[config.mk]
export PLATFORM = sky130hd
export DESIGN_NAME = dmem_store_buffer
export DESIGN_NICKNAME = d
export VERILOG_FILES = /design/src/rtl/dmem_store_buffer.sv
export SDC_FILE = /design/constraint.sdc
export NUM_CORES = 1
export LEC_CHECK = 0
export ABC_CLOCK_PERIOD_IN_PS = 25000
export BUFFER_PORTS_ARGS = -buffer_cell sky130_fd_sc_hd__buf_2
export CAP_MARGIN = 20
export CORE_ASPECT_RATIO = 0.5
export CORE_MARGIN = 2
export CORE_UTILIZATION = 36
export CTS_BUF_LIST = sky130_fd_sc_hd__clkbuf_16
export DETAILED_ROUTE_END_ITERATION = 8
export PLACE_DENSITY_LB_ADDON = 0.3
export SETUP_SLACK_MARGIN = 0.4
export SLEW_MARGIN = 25
export SYNTH_ARGS = -nofsm -noshare
export SYNTH_HDL_FRONTEND = slang
export SYNTH_SLANG_ARGS = --single-unit
[constraint.sdc]
create_clock -name clk -period 25 [get_ports clk]
set_input_delay 5 -clock clk [delete_from_list [all_inputs] [get_ports clk]]
set_output_delay 5 -clock clk [all_outputs]
set_load 0.005 [all_outputs]
[src/rtl/dmem_store_buffer.sv]
// dmem_store_buffer: in-order byte-masked store queue between the write-mask generator and DMEM.
// Latency: a store accepted at edge N appears on mem_req_* in cycle N+1 when the queue was empty.
// Backpressure: st_ready low when full (no pass-through); head entry holds while mem_req_ready is low.
// Optional feature macro STORE_BUF_FWD_EN: forward a load word fully covered by queued stores.
module dmem_store_buffer #(
    parameter int DEPTH = 4,
    parameter int CNT_W = 3
) (
    input  logic             clk,
    input  logic             rst,
    input  logic             st_valid,
    input  logic [31:0]      st_addr,
    input  logic [31:0]      st_data,
    input  logic [3:0]       st_mask,
    output logic             st_ready,
    input  logic             ld_valid,
    input  logic [31:0]      ld_addr,
    output logic             ld_hazard,
    output logic             mem_req_valid,
    output logic [31:0]      mem_req_addr,
    output logic [31:0]      mem_req_data,
    output logic [3:0]       mem_req_mask,
    input  logic             mem_req_ready,
    output logic             empty,
    output logic [CNT_W-1:0] count,
    output logic             fwd_valid,
    output logic [31:0]      fwd_data
);
    localparam int PTR_W = $clog2(DEPTH);

    logic [29:0]      r_addr [DEPTH];
    logic [31:0]      r_data [DEPTH];
    logic [3:0]       r_mask [DEPTH];
    logic [PTR_W-1:0] r_wr_ptr;
    logic [PTR_W-1:0] r_rd_ptr;
    logic [CNT_W-1:0] r_count;

    logic w_full;
    logic w_mem_vld;
    logic w_enq;
    logic w_deq;
    logic w_ld_act;
    logic w_match;
    logic w_unused;

    // Byte offset bits never reach the queue or the compare.
    assign w_unused = ^{st_addr[1:0], ld_addr[1:0]};

    assign w_full    = (r_count == CNT_W'(DEPTH));
    assign w_mem_vld = (r_count != '0);
    // Zero-mask stores are handshaked but never occupy an entry.
    assign w_enq     = st_valid & ~w_full & (st_mask != 4'b0000);
    assign w_deq     = w_mem_vld & mem_req_ready;
    // A store in the same cycle wins; the illegal load is ignored.
    assign w_ld_act  = ld_valid & ~st_valid;

    assign st_ready      = ~w_full;
    assign empty         = ~w_mem_vld;
    assign count         = r_count;
    assign mem_req_valid = w_mem_vld;
    assign mem_req_addr  = {r_addr[r_rd_ptr], 2'b00};
    assign mem_req_data  = r_data[r_rd_ptr];
    assign mem_req_mask  = r_mask[r_rd_ptr];

    // Queue storage, pointers and occupancy; reset clears everything so mem_req_* read zero.
    always_ff @(posedge clk or posedge rst) begin
        if (rst) begin
            for (int i = 0; i < DEPTH; i++) begin
                r_addr[i] <= '0;
                r_data[i] <= '0;
                r_mask[i] <= '0;
            end
            r_wr_ptr <= '0;
            r_rd_ptr <= '0;
            r_count  <= '0;
        end else begin
            if (w_enq) begin
                r_addr[r_wr_ptr] <= st_addr[31:2];
                r_data[r_wr_ptr] <= st_data;
                r_mask[r_wr_ptr] <= st_mask;
                r_wr_ptr         <= r_wr_ptr + PTR_W'(1);
            end
            if (w_deq) begin
                r_rd_ptr <= r_rd_ptr + PTR_W'(1);
            end
            case ({w_enq, w_deq})
                2'b10:   r_count <= r_count + CNT_W'(1);
                2'b01:   r_count <= r_count - CNT_W'(1);
                default: r_count <= r_count;
            endcase
        end
    end

`ifdef STORE_BUF_FWD_EN
    logic [3:0]  w_cover;
    logic [31:0] w_merge;

    // Walk entries oldest to youngest so the youngest covering byte per lane wins.
    always_comb begin
        w_match = 1'b0;
        w_cover = '0;
        w_merge = '0;
        for (int k = 0; k < DEPTH; k++) begin
            if ((CNT_W'(k) < r_count) &&
                (r_addr[r_rd_ptr + PTR_W'(k)] == ld_addr[31:2])) begin
                w_match = 1'b1;
                for (int l = 0; l < 4; l++) begin
                    if (r_mask[r_rd_ptr + PTR_W'(k)][l]) begin
                        w_cover[l]        = 1'b1;
                        w_merge[8*l +: 8] = r_data[r_rd_ptr + PTR_W'(k)][8*l +: 8];
                    end
                end
            end
        end
    end

    assign fwd_valid = w_ld_act & w_match & (w_cover == 4'hF);
    assign fwd_data  = fwd_valid ? w_merge : 32'h0;
    assign ld_hazard = w_ld_act & w_match & (w_cover != 4'hF);
`else
    // Any live entry (head included) at the load's word address forces a stall.
    always_comb begin
        w_match = 1'b0;
        for (int k = 0; k < DEPTH; k++) begin
            if ((CNT_W'(k) < r_count) &&
                (r_addr[r_rd_ptr + PTR_W'(k)] == ld_addr[31:2])) begin
                w_match = 1'b1;
            end
        end
    end

    assign fwd_valid = 1'b0;
    assign fwd_data  = 32'h0;
    assign ld_hazard = w_ld_act & w_match;
`endif

endmodule
==> Yosys cells after proc, flatten, opt, wreduce, memory -nomap -nowiden <==
Cells that the tools add are included.
{ "totals": {"regBits": 271, "wordCells": 91, "in_bits": 105, "out_inout_bits": 108} }
{ "classes": {"order_cmp": 10, "n_addsub": 6, "bitwise": 13, "muxes": 32, "n_eq_ne": 7, "reduce_logical": 8} }
{ "op_table": {"columns": ["cell", "n"], "rows": [
  ["30-bit 2-to-1 mux", 9],
  ["30-bit binary-select mux with 2-bit select", 4],
  ["128-bit bitwise mux", 1],
  ["120-bit bitwise mux", 1],
  ["30-bit equality test", 4],
  ["32-bit 2-to-1 mux", 3],
  ["32-bit binary-select mux with 2-bit select", 1],
  ["32-bit demux with 2-bit select", 1],
  ["30-bit demux with 2-bit select", 1],
  ["16-bit bitwise mux", 1],
  ["3-bit greater-or-equal comparator (second input constant)", 5],
  ["2-bit inverter with 3-bit output", 5],
  ["4-bit 2-to-1 mux", 3],
  ["4-bit binary-select mux with 2-bit select", 1],
  ["4-bit demux with 2-bit select", 1],
  ["1-bit by 3-bit < comparator with 1-bit output (first input constant)", 2],
  ["2-bit by 3-bit < comparator with 1-bit output (first input constant)", 2],
  ["3-bit case mux with 2 select lines", 1],
  ["1-bit AND", 5],
  ["1-bit logical AND", 5],
  ["2-bit by 1-bit adder with 2-bit output (second input constant)", 2],
  ["2-bit adder (second input constant)", 2],
  ["1-bit 2-to-1 mux", 4],
  ["4-bit nonzero test", 1],
  ["9 further kinds", 11]
]} }

==> Longest topological paths before layout <==
Gate-level depths: netlist (run 1).
{ "logic_depth": {"ltp_word": 11, "ltp_mapped": 11, "mapped_depth_nobuf": 10} }

==> Worst setup path before layout (run 1) <==
No wires, ideal clock.
{ "synth_path": {"kind": "input port to output port", "startpoint": "input ld_addr[30]", "endpoint": "output ld_hazard", "path_stages": 7, "arrival_time_ns": 6.606, "t_required_ns": 20.000, "path_buffers": 1, "path_slack_ns": 13.394, "path_cell_list": "clkbuf_1 a2bb2oi_1 o221ai_1 or4_1 a2111oi_0 nand4_1 a41oi_2"} }
{ "synth_between": {"elab_chain_cells": 7, "elab_cells_between_ends": 13, "classes_between": "eq/ne (4); mux (4); bitwise (1); reduce/logical (4)"} }
{ "synth_rtl": {"columns": ["item", "line_no", "source"], "rows": [
  ["from (decl)", "17", "input logic [31:0] ld_addr,"],
  ["30-bit equality test", "126", "(r_addr[r_rd_ptr + PTR_W'(k)] == ld_addr[31:2])) begin"],
  ["1-bit logical AND", "125", "if ((CNT_W'(k) < r_count) &&"],
  ["1-bit 2-to-1 mux (3 in series)", "125", null],
  ["1-bit 2-to-1 mux (*)", "125", null],
  ["1-bit AND (*)", "134", "assign ld_hazard = w_ld_act & w_match;"],
  ["to (decl)", "18", "output logic ld_hazard,"]
]} }
Every way passes the cells marked *; elsewhere a longest branch is shown, timed or not.

==> Worst setup path after layout (run 1) <==
{ "layout_path": {"startpoint": "input ld_addr[8]", "endpoint": "output ld_hazard"} }
Same word-level chain as after synthesis.

==> results.cfg, run 1 <==
[grt]
grt_max_degree = 126
grt_pass1_wl_mm = 69.68
grt_overflow_total = 0
antenna_found_initial = 1
track_usage = 0.1987
grt_pass1_vias = 11250

[floorplanning]
core-area_um2 = 43380
die_area_um2 = 45590
initial_core_util = 0.3635
die_h_um = 152.0
rows = 54
io_pins = 213
die_w_um = 300.0

[clock_tree]
cts_tree = done
clk_pin_slew_ps = 60
ctsHoldBuffers = 0
root_buffer = clkbuf_16
clock_latency_ps = 580
numClockSinks = 271
clockBufferDepth = 3
cts_setup_buffers = 0
cts_max_level = 1
cts_buffers = 28
cts_resized = 0

[sta]
holdWs_ps = 499.2
post-route-period-util = 0.4980
maxSlewHeadroom = 0.3653
drv_slew = 0
clock_skew_ps = 12.76
worst_pin_slew_ps = 952.0
fin_crit_ps = 12450
setup_viol = 0
finalHoldViolCount = 0
setup_tns_ps = 0
timing.fmax_mhz = 80.32
rsz0062_at_grt = no

[critical_path]
crit_family = simple AND/OR/NAND/NOR gates
required_ps = 20000
r2r_slack_ps = 21980
r2r-start = count[0]
cp_num_buf_inv = 2
cp-end-kind = output port
path_class = primary input to output port
r2r_cells = 8
crit_arrival_ps = 7450
worstPathCellList = buf_2 -> xnor2_1 -> nand4_1 -> nor4_1 -> nand3_1 -> a2111o_1 -> a41oi_2 -> buf_2
slowest_stage = xnor2_1
cp_slowest_stage_delay_ps = 490
critPathLaunchType = primary input
rr_endpoint = r_addr[74]
cp_common_cell = buf_2
path_max_fanout = 4

[synthesis]
async_reset_ff_frac = 1.000
ys_warn_count = 0
synth_ff_type = dfrtp_1
yosysMostFrequentCell = mux2_2
synthSimpleGateAreaFrac = 0.03412
synth_top_family_by_area = multiplexers
synth_fa_ha_area_frac = 0.007141
synth-xor-area-share = 0.05165
synth-seq-area-share = 0.4301
synth-compound-area-share = 0.04951
ys_top_cells_by_area = dfrtp_1 (43%), mux2_2 (20%), mux2i_1 (9.4%)
synth_top_area_cell = dfrtp_1
postSynthCellCount = 1214
synth_commonest_cells = mux2_2 (275), dfrtp_1 (271), mux2i_1 (148), mux4_2 (59), xnor2_1 (51)
yosys.area.top_type_share = 0.4301
syn-mean-instance-area_um2 = 12.99
synth_area_um2 = 15770
synth_mux_area_frac = 0.3769
ys_types = 57
synth_edf_count = 0
ys_ff_latch = 271

[route]
drt-total-wl_mm = 45.46
drcViolationCount = 0
antenna_left = 0
vias = 10500
wl_per_cell_um = 23.32
drt-initial-drc-count = 808
vias_per_cell = 5.389
dr.pass1.iters = 5

[placement]
io_buffers = 173
place_congestion = 0.9150
place_area_um2 = 16880
dp.final_hpwl_mm = 32.18

[final_layout]
final_nets = 1452
final_area_um2 = 17840
final_core_util = 0.4113
drive_gt1_frac = 0.4265
area_growth_pct = 13.13

[worst_hold_path]
worstHoldEndpoint = r_data[57]
hp-start = r_data[57]
hold_class = flop to flop
hold-path-cell-count = 1

[power_and_ir_drop]
power_w = 0.002740
p_leak_nw = 7.788
powerDensity_nw_per_um2 = 153.6
peakVddDrop_mv = 0.06383

[outcome]
status = finished clean

[flow_run]
maxCapViolCount = 0
## state kept, by name, indices dropped and copies added, names as in the netlist
signal    flops
r_addr      120
count         3
r_rd_ptr      2
r_mask       16
r_data      128
r_wr_ptr      2
## layer usage
layer | GRT usage | vias up | part of all wire
met5 | 0 | - | 0
met4 | 0.05714 | 0 | 0.029
met3 | 0.03890 | 75 | 0.047
met2 | 0.3474 | 268 | 0.51
met1 | 0.2498 | 5464 | 0.42
li1 | - | 4697 | -
## cell usage in the layout (no fill, tap or decap), types with 4 or more instances in the layout
cell       instances
o22ai_1           12
a21oi_1           20
nor2_1            29
o21ai_0           14
o211ai_1           5
xor2_1            42
o2bb2ai_1          5
o2111ai_1          5
buf_4              9
nand2_4            4
and2_1             5
nand4_1           11
nand3_1            5
mux2i_1          148
ha_1               9
nor4_1            18
clkinv_2           7
buf_2            173
clkbuf_16         28
mux2_2           275
dfrtp_1          269
a22oi_1            7
conb_1            35
nand2_1           25
a221oi_1           6
a211oi_1           6
inv_1             17
a2111oi_0          7
xnor2_1           51
mux4_2            59
## worst max path at each step
stage | end | depth (start not counted) | from | slack (ps)
detailed placement | ld_hazard | 8 | ld_addr[3] | 12640
global route | ld_hazard | 8 | ld_addr[8] | 12400
finish | ld_hazard | 8 | ld_addr[8] | 12550
global placement | ld_hazard | 8 | ld_addr[3] | 12630
floorplan | count[0] | 1 | rst | 12530
CTS | ld_hazard | 8 | ld_addr[8] | 12640
## cell type report
cell class              instances  area [um^2]
fillers                      4092        25540
multi-input cells             838         8353
flip-flops and latches        271         6789
repair buffers                186         1003
well taps                     588        735.7
clock buffers                  28        700.7
clock inverters                24        198.9
inverters                      13        56.30
diodes                          1        2.502
## worst register-to-register path: cells and delay by family (launching register included)
family / cells / cell delay, ps
AND/OR/NAND/NOR: 4 / 1130
flip-flops: 1 / 480
adder cells (fa/ha/maj): 1 / 230
multiplexers: 1 / 440
buffers and inverters: 2 / 620
## per-stage QoR
stage                     setup WS, ps  instances
after floorplan                  12530       1248
after global placement           12630       1894
after detailed placement         12640       1894
after CTS                        12640       1946
after global routing             12400       1949
final                            12550       1949
## power breakdown
part	internal [W]	leakage (nW)	total, W	switching (W)
clock	0.000226	0.458	0.000412	0.000186
combinational	0.000728	4.12	0.00149	0.000757
sequential	0.000667	3.21	0.000843	0.000176
## cells by family after synthesis
| group | Yosys count |
|---|---|
| other | 1 |
| adder cells (fa/ha/maj) | 9 |
| XOR/XNOR | 93 |
| flip-flops | 271 |
| multiplexers | 484 |
| AND/OR/NAND/NOR | 110 |
| buffers and inverters | 139 |
| AO/OA/AOI/OAI | 107 |
No activity file was read; power rests on OpenSTA's default activity.
==> run 2: changes to the inputs <==
ABC_CLOCK_PERIOD_IN_PS = 12200   (was 25000)
clock period = 12.2 ns   (was 25 ns; I/O delays follow)
==> run 2 against run 1 <==
- non-clock buffer count decreased by 3
- first-iteration DRC count decreased by 14%
- global-route usage decreased by 0.22 points
- worst setup slack got worse by 7800 ps
- flip-flop and latch count unchanged
- wire length decreased by 0.46%
- sequential power increased by 100%
- combinational power increased by 110%
- die area unchanged
- via count increased by 0.12%
- clock skew decreased by 5.2 ps
- critical path type is now flop to output port
- critical endpoint unchanged
==> results.cfg, run 2 (synthesis results as in run 1) <==
[clock_tree]
cts_resized = 0
root_buffer = clkbuf_16
clockBufferDepth = 3
cts_setup_buffers = 0
ctsHoldBuffers = 0
cts_tree = done
numClockSinks = 271
clk_pin_slew_ps = 60
cts_max_level = 1
cts_buffers = 28
clock_latency_ps = 580

[route]
drt-initial-drc-count = 696
wl_per_cell_um = 23.25
vias = 10520
antenna_left = 0
drcViolationCount = 0
vias_per_cell = 5.404
dr.pass1.iters = 5
drt-total-wl_mm = 45.25

[critical_path]
cp_num_buf_inv = 2
crit_family = simple AND/OR/NAND/NOR gates
crit_arrival_ps = 4980
critPathLaunchType = flop
slowest_stage = dfrtp_4
cp-end-kind = output port
cp_slowest_stage_delay_ps = 710
path_max_fanout = 138
required_ps = 9760
worstPathCellList = buf_12 -> mux4_2 -> xnor2_1 -> nand4_1 -> nor4_1 -> nand3_1 -> a2111o_1 -> a41oi_2 -> buf_2
path_class = flop to output port

[sta]
fin_crit_ps = 7420
setup_viol = 0
maxSlewHeadroom = 0.2736
rsz0062_at_grt = no
setup_tns_ps = 0
timing.fmax_mhz = 134.8
worst_pin_slew_ps = 1090
post-route-period-util = 0.6082
clock_skew_ps = 7.603
drv_slew = 0
finalHoldViolCount = 0

[final_layout]
final_nets = 1449
final_core_util = 0.4120
drive_gt1_frac = 0.4255
largest-register = r_data
area_growth_pct = 13.32
final_area_um2 = 17870
final_cell_mix = mux2_2 (275), dfrtp_1 (269), buf_2 (173), mux2i_1 (148), mux4_2 (59)
layout_commonest_cell = mux2_2
layoutNonFillerInstCount = 1946
top_regs = r_data: 128 flops, r_addr: 120 flops, r_mask: 16 flops
largest_reg_flops = 128

[placement]
place_congestion = 0.9184
placedCellCount = 1893
io_buffers = 173
place_area_um2 = 16900
dp.final_hpwl_mm = 31.54

[power_and_ir_drop]
powerDensity_nw_per_um2 = 317.9
p_leak_nw = 7.775
power_w = 0.005681
peakVddDrop_mv = 0.2120

[floorplanning]
initial_core_util = 0.3635
die_w_um = 300.0
rows = 54
io_pins = 213
die_h_um = 152.0
die_area_um2 = 45590
core-area_um2 = 43380

[grt]
antenna_found_initial = 2
grt_max_degree = 139
track_usage = 0.1966
grt_pass1_wl_mm = 68.93
grt_overflow_total = 0
grt_pass1_vias = 11020

[flow_run]
maxCapViolCount = 0

[worst_hold_path]
hold_class = flop to flop

[outcome]
status = finished clean
## run 2: worst reg2reg max path, delay by kind of cell, from the launching register on
| kind | cells | cell delay (ps) |
|---|---|---|
| and+or+nand+nor | 4 | 1130 |
| adders and majority gates | 1 | 230 |
| muxes | 1 | 430 |
| buffers and inverters | 2 | 670 |
| DFF | 1 | 480 |
## run 2: layout make-up
cell class	instances	area, um^2
Timing Repair Buffer	183	969.7
Fill cell	4050	25510
Clock buffer	28	700.7
Multi-Input combinational cell	838	8353
Clock inverter	23	260.3
Tap cell	588	735.7
Antenna cell	2	5.005
Inverter	13	56.30
Sequential cell	271	6789
## run 2: worst paths after layout
path,start,end,slack [ps],depth (start not counted)
worst min register to register,r_data[44],r_data[44],500,1
min in group asynchronous,rst,r_data[67],1990,2
max in group asynchronous,rst,r_rd_ptr[0],8740,3
worst max register to register,count[0],r_addr[43],9140,8
worst min-delay path,r_data[44],r_data[44],500,1
worst max-delay path,r_rd_ptr[1],ld_hazard,4780,9
## run 2: stage by stage
stage               setup slack, ps  hold WS (ps)
global route                   4763         515.7
detailed placement             5046         489.4
CTS                            4931         503.1
finish                         4780         502.4
global placement               5038         480.9
floorplan                      2293         473.9
## run 2: layer usage
metal	share of wire	global-route usage
met2	0.51	0.3473
met3	0.036	0.02717
met4	0.026	0.04881
met1	0.43	0.2542
met5	0	0
## run 2: power by group
group,total (W),internal [W],switching [W]
registers,0.00170,0.00137,0.000331
clock network,0.000893,0.000510,0.000384
logic,0.00309,0.00150,0.00159
